<file path="src/rtl/conv3x3_engine.sv">
// conv3x3_engine: three-stage 3x3 convolution (multiply, accumulate, shift/saturate) with frame position tracking.
// Define CONV3X3_RELU_EN for unsigned ReLU-clamped output; otherwise the output is saturated two's complement.
module conv3x3_engine #(
  parameter int IMAGE_WIDTH  = 128,
  parameter int IMAGE_HEIGHT = 128,
  parameter int SHIFT        = 7
) (
  input  logic                clk,
  input  logic                rst_n,
  input  logic                in_valid,
  input  logic [7:0]          win1,
  input  logic [7:0]          win2,
  input  logic [7:0]          win3,
  input  logic [7:0]          win4,
  input  logic [7:0]          win5,
  input  logic [7:0]          win6,
  input  logic [7:0]          win7,
  input  logic [7:0]          win8,
  input  logic [7:0]          win9,
  input  logic [7:0]          stage_width,
  input  logic [7:0]          stage_height,
  input  logic                w_load,
  input  logic [3:0]          w_addr,
  input  logic signed [7:0]   w_data,
  input  logic signed [15:0]  bias,
  output logic [7:0]          out_pixel,
  output logic                out_valid,
  output logic                frame_done
);

  localparam int DATA_W = 8;
  localparam int COEF_W = 8;
  localparam int PROD_W = 17;
  localparam int ACC_W  = 21;
  localparam int BIAS_W = 16;

  localparam logic [7:0] MAX_W = (IMAGE_WIDTH  > 255) ? 8'd255 : 8'(IMAGE_WIDTH);
  localparam logic [7:0] MAX_H = (IMAGE_HEIGHT > 255) ? 8'd255 : 8'(IMAGE_HEIGHT);

  function automatic logic [7:0] clamp_dim(input logic [7:0] v, input logic [7:0] max_v);
    if (v < 8'd3)  return 8'd3;
    if (v > max_v) return max_v;
    return v;
  endfunction

  function automatic logic signed [PROD_W-1:0] mul(input logic [DATA_W-1:0] px,
                                                   input logic signed [COEF_W-1:0] c);
    logic signed [PROD_W-1:0] a;
    logic signed [PROD_W-1:0] b;
    a = {{(PROD_W-DATA_W){1'b0}}, px};
    b = {{(PROD_W-COEF_W){c[COEF_W-1]}}, c};
    return a * b;
  endfunction

`ifdef CONV3X3_RELU_EN
  function automatic logic [7:0] saturate(input logic signed [ACC_W-1:0] v);
    if (v[ACC_W-1])   return 8'd0;
    if (v > 21'sd255) return 8'd255;
    return v[7:0];
  endfunction
`else
  function automatic logic [7:0] saturate(input logic signed [ACC_W-1:0] v);
    if (v < -21'sd128) return 8'h80;
    if (v > 21'sd127)  return 8'h7f;
    return v[7:0];
  endfunction
`endif

  logic [7:0]                eff_w;
  logic [7:0]                eff_h;
  logic [7:0]                col;
  logic [7:0]                row;
  logic [DATA_W-1:0]         win [9];
  logic signed [COEF_W-1:0]  coef [9];
  logic                      win_ok;
  logic                      at_end;

  logic signed [PROD_W-1:0]  prod_p0 [9];
  logic                      vld_p0;
  logic                      last_p0;
  logic signed [ACC_W-1:0]   acc_sum;
  logic signed [ACC_W-1:0]   acc_p1;
  logic                      vld_p1;
  logic                      last_p1;
  logic signed [ACC_W-1:0]   acc_sh;

  assign win[0] = win1;
  assign win[1] = win2;
  assign win[2] = win3;
  assign win[3] = win4;
  assign win[4] = win5;
  assign win[5] = win6;
  assign win[6] = win7;
  assign win[7] = win8;
  assign win[8] = win9;

  assign eff_w  = clamp_dim(stage_width,  MAX_W);
  assign eff_h  = clamp_dim(stage_height, MAX_H);
  assign win_ok = in_valid && (col >= 8'd2) && (row >= 8'd2);
  assign at_end = (col == eff_w - 8'd1) && (row == eff_h - 8'd1);

  // Wrap on >= so a mid-frame shrink of the active size still recovers at the next frame.
  always_ff @(posedge clk or negedge rst_n) begin
    if (!rst_n) begin
      col <= '0;
      row <= '0;
    end else if (in_valid) begin
      if (col >= eff_w - 8'd1) begin
        col <= '0;
        row <= (row >= eff_h - 8'd1) ? 8'd0 : row + 8'd1;
      end else begin
        col <= col + 8'd1;
      end
    end
  end

  // A write lands at the same edge that samples the window, so that window sees the old value.
  always_ff @(posedge clk or negedge rst_n) begin
    if (!rst_n) begin
      for (int i = 0; i < 9; i++) coef[i] <= '0;
    end else if (w_load) begin
      for (int i = 0; i < 9; i++)
        if (w_addr == 4'(i)) coef[i] <= w_data;
    end
  end

  // Stage boundary p0: nine products.
  always_ff @(posedge clk or negedge rst_n) begin
    if (!rst_n) begin
      vld_p0  <= 1'b0;
      last_p0 <= 1'b0;
      for (int i = 0; i < 9; i++) prod_p0[i] <= '0;
    end else begin
      vld_p0  <= win_ok;
      last_p0 <= win_ok && at_end;
      if (win_ok)
        for (int i = 0; i < 9; i++) prod_p0[i] <= mul(win[i], coef[i]);
    end
  end

  always_comb begin
    acc_sum = {{(ACC_W-BIAS_W){bias[BIAS_W-1]}}, bias};
    for (int i = 0; i < 9; i++)
      acc_sum = acc_sum + {{(ACC_W-PROD_W){prod_p0[i][PROD_W-1]}}, prod_p0[i]};
  end

  // Stage boundary p1: accumulator.
  always_ff @(posedge clk or negedge rst_n) begin
    if (!rst_n) begin
      vld_p1  <= 1'b0;
      last_p1 <= 1'b0;
      acc_p1  <= '0;
    end else begin
      vld_p1  <= vld_p0;
      last_p1 <= last_p0;
      if (vld_p0) acc_p1 <= acc_sum;
    end
  end

  assign acc_sh = acc_p1 >>> SHIFT;

  // Stage boundary p2: shifted, saturated output; bubbles leave out_pixel untouched.
  always_ff @(posedge clk or negedge rst_n) begin
    if (!rst_n) begin
      out_valid  <= 1'b0;
      frame_done <= 1'b0;
      out_pixel  <= '0;
    end else begin
      out_valid  <= vld_p1;
      frame_done <= vld_p1 && last_p1;
      if (vld_p1) out_pixel <= saturate(acc_sh);
    end
  end

endmodule

</file>
<file path="config.mk">
export PLATFORM = sky130hd
export DESIGN_NAME = conv3x3_engine
export DESIGN_NICKNAME = d
export VERILOG_FILES = /design/src/rtl/conv3x3_engine.sv
export SDC_FILE = /design/constraint.sdc
export NUM_CORES = 2
export LEC_CHECK = 0
export BUFFER_PORTS_ARGS = -buffer_cell sky130_fd_sc_hd__clkbuf_2
export CAP_MARGIN = 20
export CORE_ASPECT_RATIO = 0.5
export CORE_MARGIN = 5
export CORE_UTILIZATION = 60
export CTS_CLUSTER_DIAMETER = 80
export DETAILED_ROUTE_END_ITERATION = 16
export GPL_TIMING_DRIVEN = 0
export HOLD_SLACK_MARGIN = 0.08
export PLACE_DENSITY = 0.78
export RECOVER_POWER = 50
export SETUP_SLACK_MARGIN = 0.4
export SKIP_LAST_GASP = 1
export SLEW_MARGIN = 40
export SYNTH_ARGS = -nofsm -noshare
export SYNTH_HDL_FRONTEND = slang
export SYNTH_SLANG_ARGS = --single-unit
</file>
<file path="constraint.sdc">
create_clock -name clk -period 15 [get_ports clk]
set_clock_uncertainty 0.2 [all_clocks]
set_input_delay 3 -clock clk [delete_from_list [all_inputs] [get_ports clk]]
set_output_delay 3 -clock clk [all_outputs]
set_load 0.01 [all_outputs]
</file>
==> metrics <==
Reg2Reg Setup Slack=roughly 9500 ps; drt via density=5.65; Post-synth EDFFs=0; post-synthesis compound-gate area fraction=0.0751; Max Clk Rate=104 MHz; max-cap violations=4; post-synthesis cell type with the largest combined area=fa_1; worst-path cell chain=clkbuf_1, clkbuf_1, clkbuf_1; NumNets Final=4726; Fin. Hold Viols=0; Routed Antenna Nets=0; Startpoint Class=input pin; XOR/XNOR share of the synthesized area=0.0253; Die ar.=61600 sq um; worst r2r src=prod_p0[87]; critical path type=in -> async; post-synthesis instance total=3542; routed via count=25345; Max-slew headroom=-1.45; TritonCTS Buffers=28; worst skew pair latency=580 ps; largest net degree at the start of global routing=70; Clock Sinks=269; CP Launch Point=rst_n; Main synth FF type=dfrtp_1; gpl congestion=slightly below 1; Post-Layout Inst Area=36600 sq um; Seq/Total Area, Yosys=0.199; max-slew violations=between 200 and 300; count of cell types in the netlist=62; layout cells sized above 1=0.0749; post-layout min period=9620 ps; initial antenna violation count=2; failing checks=max-capacitance violations, max-slew violations; Crit path top cell by count=clkbuf_1; Hold Crit Start=last_p0; ranking of synthesized cells by area=fa_1 (28%), dfrtp_1 (20%), ha_1 (16%); crit path DAT=approximately 9000 ps; WL/cell=about 19 um; mux cell area share after synthesis=0.0282; hold buffer count at CTS=0; Remaining DRCs=0; yosys warns=0; Critical Path RT=14630 ps; worst min path class=reg -> reg; crit path max fanout=69; setup_tns=0 ps; Remaining Overflow, GRT=0; status=complete, but fails checks; post-synth top area share=0.279; asr flop ratio synth=1.00; CP bufs+invs=3; clk buf depth=3; Avg Cell Area, Syn=9.57 sq um; element type at the critical path end=async pin; final worst-path cycle share=0.641; slowest CP cell=clkbuf_1; Setup Buffers After CTS=0; RSZ-0062 raised after global routing=no; drt total wl=between 80000 and 90000 um; DR pass1 iterations=5; Worst-Margin Slew=about 3700 ps; row cnt=61; post-cts resize count=0; Iter 0 DRT Violations=1803; root buf cell=clkbuf_16; largest family of logic cells by synthesized area=adder cells; final setup fails=0; Die Height=178 um; I/O pin total=130; floorplan core area=between 50000 and 60000 sq um; DPL Wire Length=slightly below 70000 um; CTS tree=yes; Synth Register Bits=269; Critical Path Max Stage Delay=around 2700 ps; Post-Synth Simple-Gate Area=0.157; H-Tree Depth=1; commonest non-fill, non-tap cell in the layout=inv_1; Initial Util=0.608; Top delay family on crit path=buffers and inverters; DIE WIDTH=346 um; most frequent cells in the layout=inv_1 (638), nand2_1 (473), fa_1 (472); post-synthesis cell area=roughly 34000 sq um; post-place instance area=35600 sq um; vias in the first global route=~27000; CTS clk-pin slew, worst paths=60 ps; Fillers=roughly 4400; Synth Area in Adders=0.438; port buffer count=between 100 and 150; first-pass GRT wire length=140000 um; Total GRT Usage=0.285; Area Growth Syn to Fin=7.87%
[logic make-up (layout without fill, tap and decap cells)]
kind of cell	after synthesis	count (layout)
XOR/XNOR	98	98
AND/OR/NAND/NOR	1078	1078
multiplexers	85	85
buffers and inverters	702	883
flip-flops	269	269
AO/OA/AOI/OAI	406	406
adder cells (fa/ha/maj)	903	903
other	1	8
[path summary, 6_finish.rpt]
check                        endpoint  cells after the start
max                           coef[8]                      3
max in group clk           acc_p1[20]                     18
min reg2reg                   last_p1                      0
min                           last_p1                      0
min in group asynchronous      row[4]                      1
max reg2reg                acc_p1[20]                     15
[sequential cells by signal (all words and copies together), names as in the netlist]
| register | flops |
|---|---|
| col | 8 |
| frame_done | 1 |
| vld_p1 | 1 |
| coef | 72 |
| prod_p0 | 153 |
| row | 8 |
| last_p0 | 1 |
| acc_p1 | 14 |
| last_p1 | 1 |
| out_valid | 1 |
| vld_p0 | 1 |
| out_pixel | 8 |
[cell usage after synthesis, types with 15 or more instances]
cell type	number
nor3_1	31
nand2_1	473
xnor2_1	35
clkbuf_1	53
nand3_1	36
dfrtp_1	269
inv_1	638
o211ai_1	15
nor2_1	82
nand2b_1	74
xor2_1	63
mux2_2	83
o21ai_0	147
a21o_1	28
a21oi_1	77
fa_1	472
nor2b_1	23
o21a_1	31
and2_1	296
ha_1	431
[metal layers]
metal	track usage	vias up	share of wire
li1	-	11585	-
met1	0.375	12753	0.41
met2	0.477	838	0.47
met3	0.0655	165	0.085
met4	0.0857	4	0.034
met5	0	-	0.00026
[stage by stage]
step                      std cells  utilization  worst slack (ps)  hold WS, ps
final                          4486        0.656              5380          191
after global routing           4481        0.656              4050          203
after CTS                      4480        0.658              7500          191
after detailed placement       4429        0.639              6950          177
after global placement         4425        0.637              4880          169
after floorplan                3543            -              7470          131
[worst register-to-register path: stages, from the launching register on]
cell	delay [ps]
dfrtp_1	420
fa_1	670
fa_1	510
fa_1	570
inv_1	50
fa_1	460
fa_1	490
inv_1	40
ha_1	260
nand4_1	130
a2111oi_2	590
o211ai_1	230
a21oi_1	330
o31ai_1	160
a21o_1	200
a31oi_1	160
[cell type report]
type	count	area (sq um)	area share
multi-input cells	2572	24500	0.671
inverters	639	2400	0.0656
diodes	6	15.0	0.000411
well taps	756	946	0.0259
clock buffers	32	747	0.0204
flip-flops and latches	269	6730	0.184
repair buffers	130	644	0.0176
clock inverters	19	300	0.00821
plain buffers	63	248	0.00677
Power is not shown: default switching activity piles up to over one toggle a cycle in this logic, so the estimate is an artifact.
